==> config.mk <==
export PLATFORM = sky130hd
export DESIGN_NAME = moka_rv32i_fetch_buffer
export DESIGN_NICKNAME = d
export VERILOG_FILES = /design/src/rtl/moka_rv32i_fetch_buffer.sv
export SDC_FILE = /design/constraint.sdc
export NUM_CORES = 1
export LEC_CHECK = 0
export CORE_MARGIN = 2
export CORE_UTILIZATION = 55
export CTS_BUF_LIST = sky130_fd_sc_hd__clkbuf_8 sky130_fd_sc_hd__clkbuf_16
export CTS_CLUSTER_DIAMETER = 150
export DETAILED_ROUTE_END_ITERATION = 7
export GPL_TIMING_DRIVEN = 0
export HOLD_SLACK_MARGIN = 0.03
export MAX_ROUTING_LAYER = met4
export PLACE_DENSITY = 0.81
export RECOVER_POWER = 25
export SLEW_MARGIN = 30
export SYNTH_ARGS = -nofsm -noshare
export SYNTH_HDL_FRONTEND = slang
export SYNTH_SLANG_ARGS = --single-unit
export TNS_END_PERCENT = 10
==> constraint.sdc <==
create_clock -name clk -period 12 [get_ports clk]
set_input_delay 1.8 -clock clk [delete_from_list [all_inputs] [get_ports clk]]
set_output_delay 1.8 -clock clk [all_outputs]
set_load 0.02 [all_outputs]
==> src/rtl/moka_rv32i_fetch_buffer.sv <==
// moka_rv32i_fetch_buffer: RV32I fetch front end with prefetch FIFO and redirect.
// Optional feature macro: MOKA_FETCH_MISALIGN_CHECK_EN (misaligned redirect fault).

module moka_rv32i_fetch_buffer #(
    parameter int unsigned           DATA_WIDTH = 32,
    parameter logic [DATA_WIDTH-1:0] RESET_PC   = '0,
    parameter int unsigned           FIFO_DEPTH = 2
) (
    input  logic                  clk,
    input  logic                  rst,
    output logic                  imem_req_valid,
    input  logic                  imem_req_ready,
    output logic [DATA_WIDTH-1:0] imem_req_addr,
    input  logic                  imem_rsp_valid,
    input  logic [DATA_WIDTH-1:0] imem_rsp_data,
    output logic                  instr_valid,
    input  logic                  instr_ready,
    output logic [DATA_WIDTH-1:0] instruction,
    output logic [DATA_WIDTH-1:0] pc,
    output logic [DATA_WIDTH-1:0] PCPlus4,
    input  logic                  PCSrc,
    input  logic [DATA_WIDTH-1:0] PCTarget
`ifdef MOKA_FETCH_MISALIGN_CHECK_EN
    ,
    output logic                  misalign_fault
`endif
);

    localparam int unsigned AW = (FIFO_DEPTH > 1) ? $clog2(FIFO_DEPTH) : 1;
    localparam int unsigned CW = $clog2(FIFO_DEPTH + 1);

    localparam logic [CW:0]           DEPTH_C = (CW + 1)'(FIFO_DEPTH);
    localparam logic [CW-1:0]         FULL_C  = CW'(FIFO_DEPTH);
    localparam logic [DATA_WIDTH-1:0] STEP    = DATA_WIDTH'(4);
    localparam logic [DATA_WIDTH-1:0] ALIGN_M = ~(DATA_WIDTH'(3));

    logic [DATA_WIDTH-1:0] r_fetch_pc;
    logic [CW-1:0]         r_out_cnt;
    logic [CW-1:0]         r_drop;
    logic [CW-1:0]         r_count;
    logic [AW-1:0]         r_wr_ptr;
    logic [AW-1:0]         r_rd_ptr;
    logic [AW-1:0]         r_tag_wr;
    logic [AW-1:0]         r_tag_rd;
    logic [DATA_WIDTH-1:0] r_data_mem [FIFO_DEPTH];
    logic [DATA_WIDTH-1:0] r_pc_mem   [FIFO_DEPTH];
    logic [DATA_WIDTH-1:0] r_tag_mem  [FIFO_DEPTH];
    logic [DATA_WIDTH-1:0] r_last_instr;
    logic [DATA_WIDTH-1:0] r_last_pc;
    logic [DATA_WIDTH-1:0] r_last_pc4;

    logic [CW:0]           w_credit;
    logic [CW-1:0]         w_out_next;
    logic [DATA_WIDTH-1:0] w_target;
    logic [DATA_WIDTH-1:0] w_head_data;
    logic [DATA_WIDTH-1:0] w_head_pc;
    logic [DATA_WIDTH-1:0] w_head_pc4;
    logic                  w_halted;
    logic                  w_fire;
    logic                  w_has_drop;
    logic                  w_push;
    logic                  w_pop;

`ifdef MOKA_FETCH_MISALIGN_CHECK_EN
    logic r_misalign;

    // Sticky fault on a misaligned redirect; halts further requests.
    always_ff @(posedge clk) begin
        if (rst) begin
            r_misalign <= 1'b0;
        end else if (PCSrc && (PCTarget[1:0] != 2'b00)) begin
            r_misalign <= 1'b1;
        end
    end

    assign w_target       = PCTarget;
    assign w_halted       = r_misalign;
    assign misalign_fault = r_misalign;
`else
    assign w_target = PCTarget & ALIGN_M;
    assign w_halted = 1'b0;
`endif

    // Credits: buffered words plus in-flight requests never exceed the FIFO.
    assign w_credit       = {1'b0, r_count} + {1'b0, r_out_cnt};
    assign imem_req_valid = !rst && (w_credit < DEPTH_C) && !w_halted;
    assign imem_req_addr  = r_fetch_pc;
    assign w_fire         = imem_req_valid && imem_req_ready;
    assign w_out_next     = r_out_cnt + CW'(w_fire) - CW'(imem_rsp_valid);

    // Beats owed to a flushed stream are discarded, never buffered.
    assign w_has_drop = (r_drop != '0);
    assign w_push     = imem_rsp_valid && !w_has_drop && !PCSrc;

    assign instr_valid = (r_count != '0);
    assign w_pop       = instr_valid && instr_ready;
    assign w_head_data = r_data_mem[r_rd_ptr];
    assign w_head_pc   = r_pc_mem[r_rd_ptr];
    assign w_head_pc4  = w_head_pc + STEP;

    assign instruction = instr_valid ? w_head_data : r_last_instr;
    assign pc          = instr_valid ? w_head_pc   : r_last_pc;
    assign PCPlus4     = instr_valid ? w_head_pc4  : r_last_pc4;

    // Control state: fetch pointer, credits, drop counter and FIFO pointers.
    always_ff @(posedge clk) begin
        if (rst) begin
            r_fetch_pc   <= RESET_PC;
            r_out_cnt    <= '0;
            r_drop       <= '0;
            r_count      <= '0;
            r_wr_ptr     <= '0;
            r_rd_ptr     <= '0;
            r_tag_wr     <= '0;
            r_tag_rd     <= '0;
            r_last_instr <= '0;
            r_last_pc    <= '0;
            r_last_pc4   <= '0;
        end else begin
            r_out_cnt <= w_out_next;
            if (w_fire) begin
                r_tag_wr <= r_tag_wr + AW'(1);
            end
            if (imem_rsp_valid) begin
                r_tag_rd <= r_tag_rd + AW'(1);
            end
            if (PCSrc) begin
                r_fetch_pc <= w_target;
                r_drop     <= w_out_next;
                r_count    <= '0;
                r_wr_ptr   <= '0;
                r_rd_ptr   <= '0;
            end else begin
                if (w_fire) begin
                    r_fetch_pc <= r_fetch_pc + STEP;
                end
                if (imem_rsp_valid && w_has_drop) begin
                    r_drop <= r_drop - CW'(1);
                end
                if (w_push) begin
                    r_wr_ptr <= r_wr_ptr + AW'(1);
                end
                if (w_pop) begin
                    r_rd_ptr <= r_rd_ptr + AW'(1);
                end
                r_count <= r_count + CW'(w_push) - CW'(w_pop);
            end
            if (w_pop) begin
                r_last_instr <= w_head_data;
                r_last_pc    <= w_head_pc;
                r_last_pc4   <= w_head_pc4;
            end
        end
    end

    // Storage: request-address tags and buffered {instruction, pc} entries.
    always_ff @(posedge clk) begin
        if (w_fire) begin
            r_tag_mem[r_tag_wr] <= r_fetch_pc;
        end
        if (w_push) begin
            r_data_mem[r_wr_ptr] <= imem_rsp_data;
            r_pc_mem[r_wr_ptr]   <= r_tag_mem[r_tag_rd];
        end
    end

    // A kept beat must always find room; otherwise the credit rule broke.
    a_no_overflow : assert property (@(posedge clk) disable iff (rst)
        !(imem_rsp_valid && !w_has_drop && (r_count == FULL_C)));

endmodule

==> impl_metrics.json <==
{
  "status": "completed",
  "fillers": 1826,
  "hpwlAfterDp_um": 28100,
  "clkTransAtPathRegs_ns": 0.06,
  "top_layer_used": "met4",
  "hold_class": "reg2reg",
  "irDropWorstVdd_mv": 0.0889,
  "ff2ff_path_depth": 12,
  "globalRouteTotalUtil_pct": 30.3,
  "tightest_slew_ns": 0.996,
  "critical_path.top_delay_family": "buffers and inverters",
  "ys_types": 69,
  "antenna_found_initial": 0,
  "synth_area_leader_cell": "edfxtp_1",
  "die_w_um": 164,
  "drive_above_1_share_pct": 6.87,
  "wl_met1_um": 16100,
  "reg2reg_to": "r_count[1]",
  "rows": 58,
  "p_clk_share_pct": 36.7,
  "dr_wl_met3_um": 3230,
  "max_cap_viol_count": 0,
  "crit_path_max_incr_delay_ns": 0.81,
  "post_cts_buffers": 0,
  "r2r_slack_ns": 7.86,
  "synth_area_leaders": "edfxtp_1, dfxtp_1, nor2_1, mux2i_1, a211oi_1",
  "finalSetupViolations": 0,
  "multiInputGateArea_um2": 5400,
  "post-route-util_pct": 70.5,
  "seq_area_um2": 8210,
  "fmax_ghz": 0.145,
  "ys_warn_count": 0,
  "avgSynthCellArea_um2": 11.0,
  "rsz0062_at_grt": "false",
  "start_util_pct": 55.9,
  "num_vias": 11300,
  "arrival_ns": 5.11,
  "dpl_cell_area_um2": 16600,
  "pwr-share-seq_pct": 45.7,
  "grt_overflow_total": 0,
  "critPathSlowestCell": "nor4_2",
  "leakage_nw": 5.79,
  "worst_hold_startpoint": "r_last_pc[15]",
  "via_per_inst": 6.02,
  "cts_hold_buf": 0,
  "syn_to_final_growth_pct": 26.1,
  "port_buffers": 190,
  "worstSetupPathType": "reg2out",
  "ant_nets": 0,
  "hold_violations": 0,
  "cpMostUsedCell": "buf_4",
  "fin_nets": 1597,
  "r2r_start": "r_count[1]",
  "cts_resized": 0,
  "path_cells": "buf_6 -> buf_6 -> buf_4 -> buf_4 -> buf_2 -> buf_4 -> mux2_2 -> ha_1 -> o211ai_1 -> nor4_2 -> a21oi_1 -> o31ai_1 -> clkdlybuf4s50_1",
  "cts_root_buf": "clkbuf_16",
  "swShare_pct": 26.9,
  "clk_latency_ns": 0.51,
  "post-route-min-period_ns": 6.91,
  "met2RoutedLength_um": 19000,
  "drtIter0Drc": 1100,
  "drv_slew": 0,
  "cts_made_buffers": 35,
  "tns_ns": 0,
  "synth_top_area_share_pct": 39.4,
  "diodes": 0,
  "stdcell_area_um2": 17700,
  "instances_no_fill": 1874,
  "htreeDepth": 2,
  "coreArea_um2": 25100,
  "die_height_um": 164,
  "cts_tree": "done",
  "ys_seq_area_share_pct": 58.5,
  "dieArea_um2": 26800,
  "synth_top_flop_cell": "edfxtp_1",
  "slew_headroom_pct": 33.6,
  "grt_pass1_wl_um": 60500,
  "grt_pass1_vias": 10800,
  "drcViolationCount": 0,
  "skew_ns": 0.0177,
  "boundaryPins": 200,
  "startpoint_type": "register",
  "grt_max_degree": 31,
  "min_path_cells": 2,
  "clock_path_buffers": 3,
  "post-route-period-util_pct": 57.6,
  "yosysMostFrequentCell": "edfxtp_1",
  "cp_max_fo": 10,
  "synthCells": 1280,
  "cp_num_buf_inv": 7,
  "dp_cells": 1812,
  "synth_edf_count": 184,
  "drt_pass1_iterations": 5,
  "async_reset_ff_share_pct": 0,
  "power_frac_comb_pct": 17.6,
  "internal-power_mw": 2.03,
  "switchingPower_mw": 0.744,
  "ys_ff_latch": 318,
  "crit_path_end_kind": "output port",
  "whs_endpoint": "r_last_pc[15]",
  "power_density_nw_per_um2": 157,
  "syn_area_um2": 14000,
  "clock_sinks": 318,
  "wire_per_inst_um": 21.1,
  "synth.cells.most_frequent": "edfxtp_1, nor2_1, dfxtp_1",
  "routed_wl_um": 39600,
  "required_ns": 10.20,
  "place.gp.congestion": 0.977
}
## cells by family (layout without fill, tap and decap cells)
logic type	Yosys count	in the layout	synth area share (%)
mux	97	97	7.27
flops	318	318	58.5
fa+ha+maj	8	8	0.767
buf+inv	108	367	3.39
compound gates	266	266	12.3
other cells	1	6	0.0267
xor+xnor	48	48	3.00
simple gates	434	434	14.8
## flip-flops by register name, summed over array words and instances (netlist names), named ones only
name,count
r_out_cnt,2
r_drop,2
imem_req_addr,30
r_wr_ptr,1
r_rd_ptr,1
r_count,2
r_tag_rd,1
r_last_pc,30
r_tag_wr,1
r_last_instr,32
r_last_pc4,30
r_pc_mem,60
r_tag_mem,60
r_data_mem,64
## worst register-to-register path, cell delays in order (launching register included)
cell	delay, ns
dfxtp_1	0.35
nor2_1	0.57
clkinv_1	0.47
nand2_1	0.40
clkinv_1	0.38
clkbuf_1	0.37
buf_1	0.43
ha_1	0.43
inv_1	0.04
ha_1	0.18
xor2_1	0.15
xnor2_1	0.12
nor3_1	0.16
## worst max path at each step
stage                        start          endpoint  cells after the start
CTS                       register       PCPlus4[28]                     13
global route              register       PCPlus4[28]                     13
global placement    imem_rsp_valid   r_pc_mem[1][10]                      3
detailed placement             rst    imem_req_valid                      6
finish                    register       PCPlus4[22]                     13
floorplan                    PCSrc  r_data_mem[0][0]                      4
## cells in the final DEF, fill, tap and decap left out, types with 20 or more instances in the layout
master           Yosys  layout
clkbuf_16            0      35
nand2_1             88      88
edfxtp_1           184     184
a21oi_1             94      94
mux2i_1             58      57
nor3_1              32      32
inv_1               13      20
xnor2_1             38      38
o21ai_0             40      40
nor2_1             162     159
dfxtp_1            134     134
nand3_1             49      49
a211oi_1            72      72
clkdlybuf4s50_1      0     172
mux2_1               0      26
clkbuf_1            69      69
## per-layer routing
metal,vias up,GRT usage (%)
li1,5203,-
met1,5413,39.9
met2,574,47.9
met3,88,4.57
met4,0,11.3
met5,-,-
## power by group through the flow
stage	Clock, mW	Combinational, mW	Sequential (mW)
2_1_floorplan	0	0.260	1.29
3_3_place_gp	0	0.464	1.29
3_5_place_dp	0	0.485	1.29
4_1_cts	1.03	0.489	1.26
5_1_grt	1.07	0.521	1.27
6_report	1.02	0.488	1.27
## through the flow
| stage | hold slack (ns) | worst slack, ns | power (mW) |
|---|---|---|---|
| 6_report | 0.458 | 5.09 | 2.77 |
| 5_1_grt | 0.471 | 4.95 | 2.87 |
| 4_1_cts | 0.457 | 5.21 | 2.78 |
| 3_5_place_dp | 0.447 | 5.36 | 1.77 |
| 3_3_place_gp | 0.443 | 4.87 | 1.75 |
| 2_1_floorplan | 0.437 | 6.63 | 1.55 |
## area by class of cell
cell class,instances,area share (%)
flip-flops and latches,318,46.4
well taps,330,2.33
clock buffers,42,5.49
multi-input cells,859,30.5
clock inverters,20,0.785
repair buffers,197,11.8
plain buffers,91,2.33
inverters,17,0.360
No activity file was read; power rests on OpenSTA's default activity.
